==> config.mk <==
export PLATFORM = sky130hd
export DESIGN_NAME = regfile_param
export DESIGN_NICKNAME = d
export VERILOG_FILES = /design/src/rtl/cpu_pkg.sv /design/src/rtl/regfile_clr_seq.sv /design/src/rtl/regfile_param.sv
export SDC_FILE = /design/constraint.sdc
export NUM_CORES = 1
export LEC_CHECK = 0
export ABC_CLOCK_PERIOD_IN_PS = 2600
export BUFFER_PORTS_ARGS = -buffer_cell sky130_fd_sc_hd__buf_2
export CAP_MARGIN = 20
export CORE_ASPECT_RATIO = 0.75
export CORE_MARGIN = 1.5
export CORE_UTILIZATION = 49
export DETAILED_ROUTE_END_ITERATION = 7
export GPL_TIMING_DRIVEN = 0
export PLACE_DENSITY = 0.67
export SYNTH_ARGS = -nofsm -noshare
export SYNTH_HDL_FRONTEND = slang
export SYNTH_SLANG_ARGS = --single-unit
==> constraint.sdc <==
create_clock -name clk -period 2.6 [get_ports clk]
set_clock_uncertainty 0.2 [all_clocks]
set_input_delay 0.52 -clock clk [delete_from_list [all_inputs] [get_ports clk]]
set_output_delay 0.52 -clock clk [all_outputs]
set_load 0.02 [all_outputs]
==> src/rtl/cpu_pkg.sv <==
// cpu_pkg: shared register-file defaults and soft-clear state encoding
package cpu_pkg;
    localparam int DATA_W_DEF = 8;
    localparam int DEPTH_DEF  = 8;
    typedef enum logic {IDLE, SWEEP} clr_state_e;
endpackage

==> src/rtl/regfile_clr_seq.sv <==
// regfile_clr_seq: soft-clear sequencer sweeping addresses 0..DEPTH-1, one per cycle
module regfile_clr_seq
    import cpu_pkg::*;
#(
    parameter int DEPTH  = DEPTH_DEF,
    parameter int ADDR_W = $clog2(DEPTH)
) (
    input  logic              clk,
    input  logic              reset,
    input  logic              clr_req,
    output logic              clr_busy,
    output logic              clr_we,
    output logic [ADDR_W-1:0] clr_addr
);
    clr_state_e        state_q;
    logic [ADDR_W-1:0] cnt_q;
    // Sweep FSM: requests are only honoured in IDLE; SWEEP runs exactly DEPTH cycles
    always_ff @(posedge clk or negedge reset) begin
        if (!reset) begin
            state_q <= IDLE;
            cnt_q   <= '0;
        end else if (state_q == IDLE) begin
            if (clr_req) begin
                state_q <= SWEEP;
                cnt_q   <= '0;
            end
        end else begin
            cnt_q <= cnt_q + ADDR_W'(1);
            if (cnt_q == ADDR_W'(DEPTH - 1)) state_q <= IDLE;
        end
    end
    assign clr_busy = (state_q == SWEEP);
    assign clr_we   = clr_busy;
    assign clr_addr = cnt_q;
endmodule

==> src/rtl/regfile_param.sv <==
// regfile_param: parametrised register file with bypass, pending scoreboard and soft clear
module regfile_param
    import cpu_pkg::*;
#(
    parameter int DATA_W  = DATA_W_DEF,
    parameter int DEPTH   = DEPTH_DEF,
    parameter int ADDR_W  = $clog2(DEPTH),
    parameter int R0_ZERO = 0,
    parameter int BYPASS  = 1
) (
    input  logic              clk,
    input  logic              reset,
    input  logic              wr_en,
    input  logic [ADDR_W-1:0] wr_addr,
    input  logic [DATA_W-1:0] wr_data,
    input  logic [ADDR_W-1:0] rd_addr_a,
    input  logic [ADDR_W-1:0] rd_addr_b,
    output logic [DATA_W-1:0] rd_data_a,
    output logic [DATA_W-1:0] rd_data_b,
    input  logic              rsv_en,
    input  logic [ADDR_W-1:0] rsv_addr,
    output logic              pend_a,
    output logic              pend_b,
    input  logic              clr_req,
    output logic              clr_busy
);
    logic [DATA_W-1:0] mem_q [DEPTH];
    logic [DATA_W-1:0] mem_d [DEPTH];
    logic [DEPTH-1:0]  pend_q, pend_d;
    logic              clr_we, wr_ok, rsv_ok, z_a, z_b;
    logic [ADDR_W-1:0] clr_addr;

    regfile_clr_seq #(.DEPTH(DEPTH), .ADDR_W(ADDR_W)) u_clr (
        .clk      (clk),
        .reset    (reset),
        .clr_req  (clr_req),
        .clr_busy (clr_busy),
        .clr_we   (clr_we),
        .clr_addr (clr_addr)
    );

    assign wr_ok  = wr_en && !clr_busy && !(R0_ZERO != 0 && wr_addr == '0);
    assign rsv_ok = rsv_en && !clr_busy && !(R0_ZERO != 0 && rsv_addr == '0);
    assign z_a    = (R0_ZERO != 0) && (rd_addr_a == '0);
    assign z_b    = (R0_ZERO != 0) && (rd_addr_b == '0);

    // Next state: sweep clear, else write then reserve so a same-edge reserve leaves the entry pending
    always_comb begin
        mem_d  = mem_q;
        pend_d = pend_q;
        if (clr_we) begin
            mem_d[clr_addr]  = '0;
            pend_d[clr_addr] = 1'b0;
        end
        if (wr_ok) begin
            mem_d[wr_addr]  = wr_data;
            pend_d[wr_addr] = 1'b0;
        end
        if (rsv_ok) pend_d[rsv_addr] = 1'b1;
    end

    // Storage and scoreboard registers
    always_ff @(posedge clk or negedge reset) begin
        if (!reset) begin
            mem_q  <= '{default: '0};
            pend_q <= '0;
        end else begin
            mem_q  <= mem_d;
            pend_q <= pend_d;
        end
    end

    // Read ports: zero register overrides bypass; bypass only sees accepted writes
    always_comb begin
        rd_data_a = z_a ? '0 : (BYPASS != 0 && wr_ok && wr_addr == rd_addr_a) ? wr_data : mem_q[rd_addr_a];
        rd_data_b = z_b ? '0 : (BYPASS != 0 && wr_ok && wr_addr == rd_addr_b) ? wr_data : mem_q[rd_addr_b];
        pend_a    = z_a ? 1'b0 : pend_q[rd_addr_a];
        pend_b    = z_b ? 1'b0 : pend_q[rd_addr_b];
    end
endmodule

==> impl_metrics.csv, run 1 <==
group,metric,value,unit
worst_setup_path,path_delay_family,"buffers and inverters",
status,outcome,"complete, but fails checks",
sta,min_period,2.60,ns
floorplanning,die_x,116,um
final_layout,fillers,764,
worst_setup_path,crit_path_end_kind,"primary output",
power,p_leak,2.80,nW
detailed_routing,firstDrtPassIters,5,
yosys,syn_area,0.00472,mm^2
yosys,ys_warn_count,0,
floorplanning,rows,30,
placed_design,dp_hpwl,8.38,mm
grt,grt_antenna_before_repair,0,
detailed_routing,wl,12.5,mm
detailed_routing,vias,3365,
worst_setup_path,required,1.88,ns
grt,grt_pass1_wl,19.3,mm
detailed_routing,ant_nets,0,
yosys,yosysMostFrequentCell,"mux2i_1",
floorplanning,die_h,88.0,um
final_layout,syn_to_final_growth,15.5,%
yosys,synth_top_cell_area_share,40.3,%
sta,setup_viol,1,
yosys,yosys-top-cells-area,"dfrtp_1, mux2i_1, mux4_1",
placed_design,io_buffers,35,
yosys,synth_edf_count,0,
yosys,avgSynthCellArea,12.7,um^2
clock_tree,clk-insertion-delay-late,0.34,ns
sta,period_share,100,%
yosys,syn-num-nets,398,
yosys,yosys.area.top_type,"dfrtp_1",
detailed_routing,routed_via_density,6.07,
floorplanning,dieArea,0.0102,mm^2
power,p_total,5.13,mW
worst_setup_path,cp.arrival,1.88,ns
yosys,seq_area_frac_synth,40.3,%
yosys,ys_top_cells_by_count,"mux2i_1, dfrtp_1, nand2_1",
clock_tree,htreeDepth,3,
sta,rsz0062_at_grt,"false",
worst_setup_path,start_kind,"input port",
worst_setup_path,critPathSlowestCell,"mux2i_1",
detailed_routing,routedWlPerCell,22.6,um
power,ir_drop,0.437,mV
floorplanning,initial_core_util,51.3,%
yosys,synth-seq-cells,76,
final_layout,insertedDiodeCount,0,
clock_tree,tritoncts,"yes",
clock_tree,clk_pin_slew,0.06,ns
detailed_routing,drt_iter0_markers,193,
yosys,synth_cells,371,
clock_tree,cts.sinks,76,
clock_tree,cts-root-buf,"clkbuf_16",
worst_setup_path,critPathMaxFanout,10,
grt,grt_overflow,0,
sta,timing.fmax,0.384,GHz
clock_tree,clock_path_buffers,2,
sta,worst_pin_slew,0.698,ns
yosys,synthArstFlopShare,100,%
worst_hold_path,hp-class,"input port to register",
final_layout,stdcell_area,0.00545,mm^2
clock_tree,cts_buffers,9,
grt,grt.total_usage,26.7,%
yosys,synth_flop_cell,"dfrtp_1",
sta,drv_slew,0,
detailed_routing,drc,0,
final_layout,fin_nets,448,
final_layout,drive_gt1_share,20.9,%
placed_design,dpl-instance-area,0.00508,mm^2
power,power.density,941,mW/mm^2
worst_setup_path,criticalPathCategory,"input port to primary output",
floorplanning,core,0.00920,mm^2
worst_setup_path,cp_num_buf_inv,3,
sta,timing.final.ws_setup,-0.00454,ns
worst_setup_path,crit_path_max_incr_delay,0.32,ns
floorplanning,pin_count,44,
yosys,netlist-cell-type-count,33,
job,drv_cap,0,
grt,grt_max_degree,41,
sta,hold_viol,0,
worst_setup_path,crit_path_cell_trace,"buf_6, buf_12, xnor2_1, nand4_4, mux2i_1, buf_4",
grt,grt_pass1_vias,3308,
sta,max_slew_margin,53.2,%
status,violations,"setup timing",
placed_design,routabilityCongestion,0.790,
[layout make-up]
| type | instances | area, um^2 | share of cell area, % |
|---|---|---|---|
| Clock buffer | 10 | 239 | 4.38 |
| Buffer | 27 | 196 | 3.60 |
| Inverter | 10 | 37.5 | 0.689 |
| Tap cell | 128 | 160 | 2.94 |
| Multi-Input combinational cell | 258 | 2630 | 48.2 |
| Timing Repair Buffer | 39 | 228 | 4.18 |
| Sequential cell | 76 | 1900 | 34.9 |
| Clock inverter | 6 | 63.8 | 1.17 |
[where the power goes]
part           leakage (nW)  internal, mW  switching (mW)
clock                 0.144         0.767           0.500
sequential             1.03          1.62           0.313
combinational          1.62         0.887            1.04
[per-stage QoR]
stage	hold slack (ns)	setup TNS [ns]	setup slack, ns	utilization, %	instances
floorplan	0.0244	0	0.191	-	371
global placement	0.307	-0.992	-0.0853	55.0	534
detailed placement	0.313	-1.12	-0.113	55.2	535
CTS	0.207	0	0.000102	59.1	552
global route	0.243	0	0.00547	59.3	554
finish	0.218	-0.00454	-0.00454	59.3	554
[routing by layer]
metal  global-route usage, %  vias up  wire (um)
li1                        -     1488          -
met1                    37.7     1728       5760
met2                    40.9      138       5620
met3                    7.47       11       1010
met4                    7.10        0        119
met5                       0        -          0
[cell families (layout without fill, tap and decap cells)]
kind of cell | after synthesis | in the layout | synth area share, %
xor+xnor | 6 | 6 | 1.11
flops | 76 | 76 | 40.3
mux | 135 | 135 | 41.1
compound gates | 11 | 11 | 1.80
fa+ha+maj | 2 | 2 | 0.530
simple gates | 104 | 104 | 10.9
buf+inv | 37 | 92 | 4.32
[registers in the layout, indices dropped and copies added (netlist names)]
| name | count |
|---|---|
| mem_q | 64 |
| pend_q | 8 |
| u_clr.clr_addr | 3 |
| u_clr.clr_busy | 1 |
[path summary, 6_finish.rpt]
kind	start	endpoint	slack, ns	cells past startpoint
worst max-delay path	rd_addr_a[0]	rd_data_a[2]	-0.005	6
worst min-delay path	clr_req	u_clr.clr_addr[2]	0.22	2
worst max register to register	u_clr.clr_busy	pend_q[5]	0.56	5
worst min register to register	pend_q[4]	pend_q[4]	0.33	1
max in group asynchronous	reset	mem_q[2]	1.07	3
min in group asynchronous	reset	mem_q[22]	0.52	2
[cell usage in the layout, fill, tap and decap left out, drive strengths merged]
cell type,n
nor2b,2
xnor2,6
nand2b,3
clkinv,11
o21ai,3
nand3b,4
nand4,3
buf,62
mux2,2
mux2i,97
nor3b,4
bufinv,1
nand3,2
nand4bb,3
dfrtp,76
a32o,3
ha,2
mux4,36
nand2,72
clkbuf,13
inv,2
o32ai,3
a21oi,1
clkinvlp,2
nand4b,3
or4b,1
a31o,1
dlygate4sd3,1
nor3,1
nor2,6
[what timing repair did]
action,4_1_cts,5_1_grt
setup buffers,0,2
hold endpoints to repair,39,0
pin swaps,1,0
hold buffers,1,0
setup endpoints to repair,18,8
resized for setup,16,5
Power figures use the tool's default switching activity.
==> run 2: changes to the inputs <==
--- a/config.mk
+++ b/config.mk
@@ -16,4 +16,5 @@
 export PLACE_DENSITY = 0.67
 export SYNTH_ARGS = -nofsm -noshare
 export SYNTH_HDL_FRONTEND = slang
+export SYNTH_HIERARCHICAL = 1
 export SYNTH_SLANG_ARGS = --single-unit
==> impl_metrics.csv, run 2 <==
group,metric,value,unit
sta,period_share,98.9,%
worst_setup_path,r2r-start,"u_clr/clr_busy",
worst_setup_path,required,1.88,ns
power,p_switching,1.89,mW
sta,hold_viol,0,
yosys,syn-num-nets,395,
yosys,avgSynthCellArea,12.8,um^2
worst_setup_path,r2r_cells,5,
clock_tree,cts-root-buf,"clkbuf_16",
final_layout,insertedDiodeCount,0,
placed_design,dp_hpwl,8.21,mm
power,p_comb_share,36.7,%
status,outcome,"completed",
worst_setup_path,critPathLaunch,"rd_addr_b[0]",
sta,drv_slew,0,
final_layout,largest_register,"mem_q",
detailed_routing,firstDrtPassIters,4,
worst_setup_path,criticalPathCategory,"input port to primary output",
placed_design,routabilityCongestion,0.792,
yosys,yosys.area.top_type,"dfrtp_1",
sta,timing.final.ws_setup,0.0288,ns
grt,grt.total_usage,27.8,%
sta,worst_pin_slew,0.786,ns
final_layout,syn_to_final_growth,16.8,%
yosys,synthArstFlopShare,100,%
placed_design,io_buffers,35,
clock_tree,cts_buffers,9,
sta,timing.fmax,0.389,GHz
clock_tree,htreeDepth,3,
yosys,yosys-top-cells-area,"dfrtp_1, mux2i_1, mux4_1",
clock_tree,tritoncts,"yes",
floorplanning,initial_core_util,51.4,%
clock_tree,clk_pin_slew,0.06,ns
final_layout,layout_commonest_cell,"mux2i_1",
detailed_routing,drc,0,
sta,tns,0,ns
detailed_routing,ant_nets,0,
final_layout,drive_gt1_share,20.7,%
power,ir_drop,0.564,mV
grt,grt_overflow,0,
worst_setup_path,crit_path_cell_trace,"buf_8, buf_12, mux4_1, mux2_2, buf_2",
worst_setup_path,crit_path_end,"pend_b",
detailed_routing,routed_via_density,6.17,
yosys,syn_area,0.00473,mm^2
floorplanning,dieArea,0.0102,mm^2
floorplanning,rows,30,
worst_setup_path,crit_path_end_kind,"primary output",
final_layout,final_cell_mix,"mux2i_1, dfrtp_1, nand2_1",
sta,rsz0062_at_grt,"false",
floorplanning,core,0.00920,mm^2
yosys,yosysMostFrequentCell,"mux2i_1",
worst_setup_path,r2r_end,"mem_q[11]",
yosys,synth_flop_cell,"dfrtp_1",
floorplanning,die_x,116,um
clock_tree,clk-insertion-delay-late,0.34,ns
power,p_leak,2.89,nW
floorplanning,die_h,88.1,um
job,drv_cap,0,
power,switching_share,35.7,%
final_layout,fin_nets,449,
floorplanning,pin_count,44,
sta,min_period,2.57,ns
detailed_routing,vias,3414,
yosys,synth-seq-cells,76,
yosys,synth_cells,368,
clock_tree,clock_path_buffers,2,
power,seq_power_share,38.3,%
worst_setup_path,cp.arrival,1.85,ns
grt,grt_pass1_vias,3372,
yosys,netlist-cell-type-count,36,
worst_setup_path,r2r_setup_slack,0.38,ns
final_layout,utilization,60.0,%
detailed_routing,wl,13.2,mm
worst_setup_path,crit_path_max_incr_delay,0.57,ns
clock_tree,cts.sinks,76,
detailed_routing,drt_iter0_markers,229,
final_layout,fillers,737,
final_layout,largest_reg_flops,64,
placed_design,dp_slack,-0.185,ns
power,power.share.clock,25.0,%
worst_setup_path,critPathSlowestCell,"mux4_1",
worst_setup_path,critPathMaxFanout,10,
power,power.density,960,mW/mm^2
power,p_int,3.41,mW
sta,max_slew_margin,47.3,%
yosys,ys_warn_count,6,
sta,setup_viol,0,
worst_setup_path,start_kind,"input port",
yosys,ys_top_cells_by_count,"mux2i_1, dfrtp_1, nand2_1",
detailed_routing,routedWlPerCell,23.8,um
grt,grt_antenna_before_repair,0,
worst_hold_path,hp-class,"input port to register",
yosys,synth_top_cell_area_share,40.2,%
yosys,seq_area_frac_synth,40.2,%
grt,grt_pass1_wl,20.1,mm
grt,grt_max_degree,45,
yosys,synth_edf_count,0,
==> run 2: worst min-delay path by stage <==
stage,startpoint,cells after the start,to,slack (ns)
final,rsv_addr[1],2,pend_q[5],0.25
after global placement,pend_q[1],1,pend_q[1],0.30
after floorplan,reset,0,mem_q[0],0.02
after global routing,rsv_addr[1],2,pend_q[5],0.25
after detailed placement,reset,1,mem_q[7],0.31
after CTS,rsv_addr[1],2,pend_q[5],0.25
==> run 2: through the flow <==
step                      total power, mW  hold slack (ns)  cells  area, um^2
after floorplan                      3.31           0.0244    368        4730
after global placement               3.80            0.305    531        5060
after detailed placement             3.92            0.308    532        5090
after CTS                            5.28            0.246    551        5490
after global routing                 5.60            0.251    553        5520
final                                5.30            0.251    553        5520
==> run 2: area by class of cell <==
type	instances	area (um^2)	area share [%]
multi-input combinational	254	2640	47.9
sequential	76	1900	34.5
clock buffer	13	280	5.08
timing repair buffer	43	273	4.94
buffer	27	190	3.45
tap	128	160	2.90
inverter	11	41.3	0.748
clock inverter	1	30.0	0.544
==> run 2: cell families after synthesis <==
| group | share of synthesized area [%] |
|---|---|
| and+or+nand+nor | 10.5 |
| buffers and inverters | 4.53 |
| AOI/OAI and AO/OA | 1.85 |
| muxes | 41.2 |
| adders and majority gates | 0.529 |
| xor gates and xnor gates | 1.11 |
| DFF | 40.2 |
==> run 2: routing by layer <==
layer | GRT usage [%] | vias up | part of all wire, % | wire length, um
li1 | - | 1488 | - | -
met1 | 39.4 | 1787 | 46 | 6090
met2 | 41.9 | 125 | 46 | 6020
met3 | 9.55 | 14 | 6.7 | 888
met4 | 6.10 | 0 | 1.2 | 164
met5 | 0 | - | 0 | 0
==> run 2: critical path: cells and delay by family <==
family / cells / cell delay, ns
buffers and inverters: 3 / 0.48
muxes: 2 / 0.84
==> run 2: power groups by stage <==
stage	sequential, mW	combinational, mW	clock (mW)
after global routing	2.09	2.12	1.39
final	2.03	1.94	1.32
after CTS	2.02	1.93	1.34
after floorplan	1.90	1.40	0
after detailed placement	2.02	1.90	0
after global placement	1.98	1.82	0
==> run 2: repair_timing <==
item | 4_1_cts | 5_1_grt
setup buffers | 4 | 2
resized for setup | 7 | 5
pin swaps | 0 | 0
setup endpoints to repair | 18 | 17
hold buffers | 1 | 0
endpoints found under the hold margin | 32 | 0
==> run 3: changes to the inputs <==
--- a/config.mk
+++ b/config.mk
@@ -5,6 +5,7 @@
 export SDC_FILE = /design/constraint.sdc
 export NUM_CORES = 1
 export LEC_CHECK = 0
+export ABC_AREA = 1
 export ABC_CLOCK_PERIOD_IN_PS = 2600
 export BUFFER_PORTS_ARGS = -buffer_cell sky130_fd_sc_hd__buf_2
 export CAP_MARGIN = 20
==> impl_metrics.csv, run 3 <==
group,metric,value,unit
grt,grt_overflow,0,
yosys,yosys-top-cells-area,"dfrtp_1, nand2_1, nand3_1",
sta,drv_slew,0,
floorplanning,rows,32,
status,outcome,"completed",
sta,setup_viol,0,
detailed_routing,routedWlPerCell,19.0,um
detailed_routing,drc,0,
placed_design,dpl-instance-area,0.00554,mm^2
detailed_routing,routed_via_density,5.63,
placed_design,io_buffers,40,
worst_setup_path,crit_path_max_incr_delay,0.32,ns
final_layout,stdcell_area,0.00590,mm^2
yosys,synth_xor_area_share,0,%
worst_setup_path,critPathSlowestCell,"buf_2",
worst_setup_path,cp.arrival,1.80,ns
detailed_routing,vias,5401,
final_layout,fin_nets,845,
detailed_routing,wl,18.2,mm
floorplanning,initial_core_util,50.1,%
sta,timing.fmax,0.398,GHz
yosys,ys_warn_count,6,
yosys,synth_top_cell_area_share,37.0,%
grt,grt_pass1_vias,4980,
yosys,muxShareOfSynthArea,0,%
final_layout,drive_gt1_share,17.4,%
final_layout,insertedDiodeCount,0,
clock_tree,cts.sinks,76,
floorplanning,dieArea,0.0111,mm^2
yosys,syn-num-nets,794,
clock_tree,cts_post_setup_buffers_inserted,0,
floorplanning,die_h,91.7,um
sta,hold_slack,0.221,ns
worst_setup_path,crit_path_cell_trace,"buf_2, inv_2, buf_2, nand2_1, nand3_1, nand3_1, nand3_1, nand2_1, buf_2",
sta,max_slew_margin,49.0,%
clock_tree,htreeDepth,3,
clock_tree,clock_path_buffers,2,
sta,worst_pin_slew,0.761,ns
yosys,synth_fa_ha_area_share,0.487,%
worst_hold_path,hp-class,"input port to register",
detailed_routing,drt_iter0_markers,616,
clock_tree,cts-root-buf,"clkbuf_16",
sta,tns,0,ns
yosys,avgSynthCellArea,6.70,um^2
yosys,synth-seq-cells,76,
placed_design,dp.cells,944,
yosys,synthArstFlopShare,100,%
floorplanning,core,0.0102,mm^2
worst_setup_path,critPathMaxFanout,10,
yosys,seq_area_frac_synth,37.0,%
worst_setup_path,criticalPathCategory,"input port to primary output",
yosys,ys_top_cells_by_count,"nand2_1, nand3_1, inv_1",
power,p_total,4.99,mW
final_layout,layout_commonest_cell,"nand2_1",
final_layout,largest_reg_flops,64,
detailed_routing,ant_nets,0,
power,power.density,847,mW/mm^2
final_layout,largest_register,"mem_q",
grt,grt_antenna_before_repair,0,
sta,rsz0062_at_grt,"false",
placed_design,routabilityCongestion,0.955,
job,drv_cap,0,
yosys,synth_cells,767,
detailed_routing,firstDrtPassIters,5,
sta,min_period,2.52,ns
clock_tree,clk_pin_slew,0.06,ns
yosys,yosys.area.top_type,"dfrtp_1",
worst_setup_path,required,1.88,ns
yosys,synth_flop_cell,"dfrtp_1",
clock_tree,clk-insertion-delay-late,0.34,ns
final_layout,final_cell_mix,"nand2_1, nand3_1, inv_1",
final_layout,layout.cells.non_filler,959,
yosys,synth_compound_gate_area_share,9.74,%
clock_tree,tritoncts,"yes",
final_layout,syn_to_final_growth,14.8,%
worst_setup_path,start_kind,"input port",
grt,grt.total_usage,34.1,%
yosys,netlist-cell-type-count,26,
power,p_leak,3.10,nW
floorplanning,pin_count,44,
yosys,synthSimpleGateAreaFrac,40.6,%
sta,hold_viol,0,
floorplanning,die_x,121,um
yosys,syn_area,0.00514,mm^2
power,ir_drop,0.548,mV
sta,period_share,96.7,%
yosys,synth_top_family_by_area,"simple AND/OR/NAND/NOR gates",
worst_setup_path,crit_path_end_kind,"primary output",
placed_design,dp_hpwl,13.2,mm
yosys,yosysMostFrequentCell,"nand2_1",
yosys,synth_edf_count,0,
grt,grt_pass1_wl,28.0,mm
grt,grt_max_degree,59,
clock_tree,cts_buffers,9,
[run 3: cell count changes after synthesis, moves of 50 or more]
cell and change:
inv_1 +83, mux2i_1 -98, nor2_1 +53, o21ai_1 +50, nand3_1 +135, nand2_1 +176
[run 3: layer usage]
layer / up-vias / wire, um / global-route usage, %
met2: 295 / 7910 / 49.9
met1: 2535 / 7870 / 48.2
met4: 0 / 471 / 12.6
met3: 38 / 1980 / 9.08
li1: 2533 / - / -
met5: - / 0 / 0
[run 3: worst max-delay path: cells and delay by family]
kind | cells | cell delay (ns)
AND/OR/NAND/NOR | 5 | 0.52
buffers and inverters | 4 | 0.73
[run 3: logic make-up (layout without fill, tap and decap cells)]
| group | count (synthesis) | count (layout) |
|---|---|---|
| AND/OR/NAND/NOR | 470 | 470 |
| buffers and inverters | 131 | 187 |
| AO/OA/AOI/OAI | 88 | 88 |
| flip-flops | 76 | 76 |
| adder cells (fa/ha/maj) | 2 | 2 |
[run 3: through the flow]
stage / setup slack (ns) / util [%]
finish: 0.0846 / 57.5
global route: 0.0283 / 57.5
CTS: 0.0312 / 57.4
detailed placement: -0.104 / 54.0
global placement: -0.0853 / 53.7
floorplan: 0.485 / -
[run 3: path summary, 6_finish.rpt]
check / startpoint / to / slack (ns) / cells after the start
setup / recovery: rd_addr_b[0] / rd_data_b[2] / 0.08 / 9
hold / removal: rsv_addr[0] / pend_q[2] / 0.22 / 2
setup reg to reg: u_clr/clr_busy / mem_q[50] / 0.63 / 6
hold reg to reg: mem_q[56] / mem_q[56] / 0.32 / 2
max in group asynchronous: reset / u_clr/clr_busy / 1.21 / 3
min in group asynchronous: reset / mem_q[21] / 0.40 / 2
[run 3: power by group]
group          switching [mW]  internal, mW
sequential              0.219          1.51
clock                   0.520         0.940
combinational            1.22         0.583
total                    1.96          3.03
[run 3: area by class of cell]
type	count	area, um^2
fill	1000	4350
multi-input combinational	560	2620
sequential	76	1900
inverter	97	374
buffer	32	250
timing repair buffer	42	240
clock buffer	10	229
tap	136	170
clock inverter	6	111
[run 3: what timing repair did]
item,CTS,global route
endpoints found under the setup margin,13,18
resized for setup,0,9
hold endpoints to repair,18,0
hold buffers,1,0
